**config.mk**
```make
export PLATFORM = sky130hd
export DESIGN_NAME = friscv_icache_line_fill
export DESIGN_NICKNAME = d
export VERILOG_FILES = /design/src/rtl/friscv_icache_line_fill.sv
export SDC_FILE = /design/constraint.sdc
export NUM_CORES = 1
export LEC_CHECK = 0
export CAP_MARGIN = 5
export CORE_UTILIZATION = 47
export CTS_CLUSTER_SIZE = 30
export DETAILED_ROUTE_END_ITERATION = 7
export PLACE_DENSITY = 0.92
export SETUP_SLACK_MARGIN = 0.15
export SKIP_LAST_GASP = 1
export SYNTH_ARGS = -nofsm -noshare
export SYNTH_HDL_FRONTEND = slang
export SYNTH_SLANG_ARGS = --single-unit
```
**constraint.sdc**
```tcl
create_clock -name aclk -period 5.4 [get_ports aclk]
set_input_delay 0.81 -clock aclk [delete_from_list [all_inputs] [get_ports aclk]]
set_output_delay 0.81 -clock aclk [all_outputs]
set_load 0.01 [all_outputs]
```
**src/rtl/friscv_icache_line_fill.sv**
```systemverilog
// I-cache line fill: one AXI4 INCR burst per miss, beats assembled into a line, written in one cycle.
// Latency BEATS+3 cycles request-to-next-accept; stalls on arready/rvalid, one fill outstanding.
module friscv_icache_line_fill #(
  parameter int ADDR_W       = 32,
  parameter int AXI_DATA_W   = 32,
  parameter int AXI_ID_W     = 8,
  parameter logic [AXI_ID_W-1:0] AXI_ID = 'h10,
  parameter int CACHE_LINE_W = 128
) (
  input  logic                    aclk,
  input  logic                    aresetn,
  input  logic                    srst,
  input  logic                    miss_valid,
  output logic                    miss_ready,
  input  logic [ADDR_W-1:0]       miss_addr,
  output logic                    arvalid,
  input  logic                    arready,
  output logic [ADDR_W-1:0]       araddr,
  output logic [7:0]              arlen,
  output logic [2:0]              arsize,
  output logic [1:0]              arburst,
  output logic [AXI_ID_W-1:0]     arid,
  input  logic                    rvalid,
  output logic                    rready,
  input  logic [AXI_DATA_W-1:0]   rdata,
  input  logic [1:0]              rresp,
  input  logic                    rlast,
  output logic                    cache_wen,
  output logic [ADDR_W-1:0]       cache_waddr,
  output logic [CACHE_LINE_W-1:0] cache_wdata,
  output logic                    fill_done,
  output logic                    fill_error
);

  localparam int BEATS      = CACHE_LINE_W / AXI_DATA_W;
  localparam int LINE_BYTES = CACHE_LINE_W / 8;
  localparam int CNT_W      = (BEATS > 1) ? $clog2(BEATS) : 1;
  localparam logic [CNT_W-1:0]  LAST_BEAT = CNT_W'(BEATS - 1);
  localparam logic [ADDR_W-1:0] LINE_MASK = ADDR_W'(LINE_BYTES - 1);

  typedef enum logic [1:0] {IDLE, AR, R, WR} state_t;

  state_t                  state;
  logic [CNT_W-1:0]        beat_cnt;
  logic                    err;
  logic [CACHE_LINE_W-1:0] line;
  logic                    is_last;
  logic                    beat_bad;
  logic                    err_next;

  assign arlen       = 8'(BEATS - 1);
  assign arsize      = 3'($clog2(AXI_DATA_W / 8));
  assign arburst     = 2'b01;
  assign arid        = AXI_ID;
  assign cache_waddr = araddr;
  assign cache_wdata = line;

  // rlast is only a consistency check; the beat counter alone ends the burst
  assign is_last  = (beat_cnt == LAST_BEAT);
  assign beat_bad = (rresp != 2'b00) || (rlast != is_last);
  assign err_next = err || beat_bad;

  always_ff @(posedge aclk or negedge aresetn) begin
    if (!aresetn) begin
      state      <= IDLE;
      beat_cnt   <= '0;
      err        <= 1'b0;
      line       <= '0;
      araddr     <= '0;
      arvalid    <= 1'b0;
      rready     <= 1'b0;
      miss_ready <= 1'b1;
      cache_wen  <= 1'b0;
      fill_done  <= 1'b0;
      fill_error <= 1'b0;
    end else if (srst) begin
      state      <= IDLE;
      beat_cnt   <= '0;
      err        <= 1'b0;
      line       <= '0;
      araddr     <= '0;
      arvalid    <= 1'b0;
      rready     <= 1'b0;
      miss_ready <= 1'b1;
      cache_wen  <= 1'b0;
      fill_done  <= 1'b0;
      fill_error <= 1'b0;
    end else begin
      case (state)
        IDLE: begin
          if (miss_valid) begin
            araddr     <= miss_addr & ~LINE_MASK;
            beat_cnt   <= '0;
            err        <= 1'b0;
            arvalid    <= 1'b1;
            miss_ready <= 1'b0;
            state      <= AR;
          end
        end
        AR: begin
          if (arready) begin
            arvalid <= 1'b0;
            rready  <= 1'b1;
            state   <= R;
          end
        end
        R: begin
          if (rvalid) begin
            line[int'(beat_cnt)*AXI_DATA_W +: AXI_DATA_W] <= rdata;
            beat_cnt <= beat_cnt + 1'b1;
            err      <= err_next;
            if (is_last) begin
              rready     <= 1'b0;
              fill_done  <= 1'b1;
              fill_error <= err_next;
              cache_wen  <= !err_next;
              state      <= WR;
            end
          end
        end
        WR: begin
          fill_done  <= 1'b0;
          fill_error <= 1'b0;
          cache_wen  <= 1'b0;
          miss_ready <= 1'b1;
          state      <= IDLE;
        end
        default: state <= IDLE;
      endcase
    end
  end

endmodule
```
Yosys cells after proc, flatten, opt, wreduce, memory -nomap -nowiden

Index checks and enable logic that the tools add are counted.

Register bits after elaboration: 171
Bits in latches: 0
Memory bits (writable): 0
Memory bits (read-only): 0
Input bits: 73
Output and inout bits: 219
Logic and storage cells: 90
Memories kept: 0

Add/sub/neg operators: 2
$mul: 0
Divide/modulo/power cells: 0
Magnitude comparators: 0
Equal/unequal tests: 9
Shift-type cells: 2
Multiplexer cells: 44
Bitwise logic cells: 0
Reductions and logical operators: 22

Operator list:

| kind                        | count |
|---|---|
| $mux W128                   | 3 |
| $bwmux W128                 | 1 |
| $shift A32 B33 Y128 const A | 1 |
| $shiftx A32 B33 Y128        | 1 |
| $mux W32                    | 3 |
| $neg A7 Y33                 | 1 |
| $mux W1                     | 20 |
| $mux W2                     | 8 |
| $reduce_bool A3 Y1          | 5 |
| $pmux W1 S2                 | 7 |
| $ne A3 B3 Y1 const B        | 4 |
| $reduce_bool A2 Y1          | 5 |
| $reduce_and A3 Y1           | 3 |
| $pmux W2 S4                 | 1 |
| $reduce_and A4 Y1           | 2 |
| $eq A2 B2 Y1 const B        | 3 |
| $reduce_and A2 Y1           | 3 |
| $pmux W2 S2                 | 1 |
| $add A2 B1 Y2 const B       | 1 |
| $eq A2 B1 Y1 const B        | 1 |
| $logic_not A2 Y1            | 1 |
| $logic_or A1 B1 Y1          | 2 |
| $logic_not A1 Y1            | 1 |
| $ne A1 B1 Y1                | 1 |

Logic depth before layout (Yosys ltp)

Depth after elaboration: 9
Gate-level depth with buffers: 8
Gate-level depth less buffers: 5

Worst setup path before layout

No wires, ideal clock.

Kind: register -> register
From: reg beat_cnt[0]
To: reg line[85], in the netlist cache_wdata[85]
Setup time: 0.101 ns
Arrival: 1.778 ns
Data required time: 5.299 ns
Path slack: 3.521 ns
Stages on the path, launching flop included: 7
Path buffers: 1
Period minus slack after synthesis: 1.879 ns
Cell sequence: dfrtp_1 inv_2 ha_1 nor3b_4 nand3_4 buf_6 o32ai_1

Word-level cells in the longest chain between the ends: 6
Elaborated cells between the ends (all ways): 7
Those cells by class: add/sub (1); shift (2); mux (4)

RTL lines:

| item                                                               | line | text |
|---|---|---|
| start, declared                                                    | 44   | `logic [CNT_W-1:0] beat_cnt;` |
| start signal, assigned                                             | 110  | `beat_cnt <= beat_cnt + 1'b1;` |
| $neg A7 Y33 (*)                                                    | 109  | `line[int'(beat_cnt)*AXI_DATA_W +: AXI_DATA_W] <= rdata;` |
| $shiftx A32 B33 Y128 / $shift A32 B33 Y128 (equally long branches) | 109  |  |
| $bwmux W128 (*)                                                    | 109  |  |
| $mux W128 (*)                                                      | 108  | `if (rvalid) begin` |
| $mux W128 (*)                                                      | 89   | `case (state)` |
| $mux W128 (*)                                                      | 76   | `end else if (srst) begin` |
| end signal, assigned by index                                      | 109  |  |
| end, declared                                                      | 46   | `logic [CACHE_LINE_W-1:0] line;` |

Mark *: on every way between the ends. The rest lies on a longest branch, timed or not. The select of a mux whose other input is x is not followed.
A chain may end at the register's enable or synchronous reset.

Final worst setup path

From: reg state[0]
To: reg line[118], in the netlist cache_wdata[118]

Word-level cells in the longest chain between the ends: 3

RTL lines:

| item                                | line | text |
|---|---|---|
| start, declared                     | 43   | `state_t state;` |
| start signal, assigned              | 65   | `state <= IDLE;` |
| start signal, assigned              | 77   | `state <= IDLE;` |
| start signal, assigned              | 97   | `state <= AR;` |
| $eq A2 B2 Y1                        | 89   |  |
| $reduce_bool A2 Y1 (no source line) | -    |  |
| $reduce_and A2 Y1 (no source line)  | -    |  |

No other way between the ends.

==> results.cfg <==
[status]
status = complete, no violations

[clock_network]
cts_sinks = 167
worstSkewPairLatency_ns = 0.42
numCtsBuffers = 17
tritoncts = done
cts-root-buf = clkbuf_16
ctsResizeCount = 0
cts.path.max_buffers = 2
path_clk_slew_ns = 0.07
ctsHoldBuffers = 0
htreeDepth = 4
cts_setup_buffers = 0

[timing]
hold_viol_final = 0
tightest_slew_ns = 1.22
period_minus_slack_ns = 3.10
slew_headroom_pct = 18.9
setup_viol = 0
final.setup.tns_ns = 0
worst_slack_ns = 2.30
drv_slew = 0
rsz0062_at_grt = false
period_share_pct = 57.5
fmax_mhz = 322
timing.hold.ws_ns = 0.385
fin_worst_skew_ns = 0.00867

[floorplanning]
die_h_um = 128
coreArea_mm2 = 0.0153
fp.dieArea_mm2 = 0.0163
ios = 292
rows = 45
start_util_pct = 48.6
die_width_um = 128

[place]
dp_cells = 1105
place_ws_ns = 1.92
port_buffers = 258
routabilityCongestion = 0.799
dpl_cell_area_mm2 = 0.00978
dpl.hpwl_mm = 14.5

[worst_setup_path]
crit_path_end_kind = flip-flop
critPathRequiredTime_ns = 5.75
cp_max_fo = 33
r2r_cells = 6
arrival_ns = 3.46
crit_type = reg -> reg
critical_path.startpoint_type = flip-flop

[global_routing]
grt.total_usage_pct = 26.8
globalRouteOverflowTotal = 0
grt_max_degree = 67
grt_pass1_vias = 6185
grt_pass1_wl_mm = 33.5
antenna_found_initial = 1

[logic_synthesis]
synth_async_sr_flop_share_pct = 100
synth_top_area_share_pct = 55.8
synth.yosys.seq_area_share_pct = 56.1
synth_edf_count = 0
synth_area_per_cell_um2 = 10.5
synth-seq-cells = 167
yosys.area.top_type = dfrtp_1
yosysWarnings = 0
dominantRegCellSynth = dfrtp_1
synthTopCellsByArea = dfrtp_1 (56%), nand2_1 (7.0%), buf_4 (6.2%)
post_synth_inst_count = 708
synth_area_mm2 = 0.00745
yosysUniqueCellTypes = 45

[cells_and_area]
fin_cells = 1138
area_growth_syn_to_layout_pct = 39.2
post-route-util_pct = 67.7
layout.cells.most_common_list = clkdlybuf4s50_1 (256), dfrtp_1 (166), nand2_1 (138)
final_common_cell = clkdlybuf4s50_1
drive_above_1_share_pct = 6.48
fin_area_mm2 = 0.0104
nets = 996

[drt]
ant_nets = 0
drc = 0
routed_via_density = 5.35
drt_iter0_markers = 386
wl_mm = 21.2
via_count = 6087
drtPass1Iterations = 5
wl_per_cell_um = 18.6

[min_path]
holdCritPathClass = in -> async

[power_and_ir_drop]
p_total_mw = 3.45
ir_drop_v = 0.000202
power.leakage_nw = 4.27
power.density_mw_per_mm2 = 333

[job]
maxCapViolations = 0
==> worst max-delay path, stage by stage, from the launching register on <==
cell,delay [ns]
dfrtp_1,0.42
inv_1,0.13
ha_1,0.64
nand3_2,0.86
nor4_4,0.45
buf_4,0.33
a32o_1,0.19
==> synth_stat cells, drive strengths merged, types with 10 or more instances <==
master	number
nand2	138
inv	39
nand3	36
clkbuf	25
o32ai	32
a22o	28
dfrtp	166
ha	10
a32o	32
a21oi	11
o21ai	72
buf	85
==> kinds of logic (layout without fill, tap and decap cells) <==
kind of cell             Yosys count  in the layout  share of synthesized area, %
AND/OR/NAND/NOR                  195            195                          11.9
flip-flops                       167            167                          56.1
AO/OA/AOI/OAI                    181            181                          18.0
other                              2             30                         0.101
buffers and inverters            149            340                          11.6
adder cells (fa/ha/maj)           10             10                          1.68
multiplexers                       3              3                         0.420
XOR/XNOR                           1              1                         0.118
==> layer usage <==
metal  share of wire (%)  track usage [%]
met1                  38             31.3
met5                   0                0
met3                 9.4             9.31
met2                  50             46.5
met4                 1.7             8.17
==> cell type report <==
class,instances,area [um2]
sequential,167,4180
inverter,39,146
timing repair buffer,269,2660
fill,1165,4950
antenna,1,2.50
clock buffer,22,464
multi-input combinational,419,2520
tap,211,264
clock inverter,10,121
==> sequential cells by signal, summed over array words and instances (netlist names), 2 cells and up <==
register and cells:
cache_wdata 128, araddr 28, beat_cnt 2, state 2
==> final timing paths <==
path                                                endpoint                   startpoint  slack, ns
min in group aclk                cache_wdata[32]$_DFFE_PN0P_  cache_wdata[32]$_DFFE_PN0P_       0.48
worst max register to register  cache_wdata[118]$_DFFE_PN0P_         state[0]$_DFFE_PN0P_       2.30
worst min-delay path                  araddr[18]$_DFFE_PN0P_                      aresetn       0.38
max in group asynchronous        cache_wdata[42]$_DFFE_PN0P_                      aresetn       3.90
worst min register to register   cache_wdata[32]$_DFFE_PN0P_  cache_wdata[32]$_DFFE_PN0P_       0.48
worst max-delay path            cache_wdata[118]$_DFFE_PN0P_         state[0]$_DFFE_PN0P_       2.30
==> power by group <==
group | switching (mW) | internal, mW
clock | 0.497 | 0.708
sequential | 0.0810 | 1.36
combinational | 0.405 | 0.399
No activity file was read; power rests on OpenSTA's default activity.
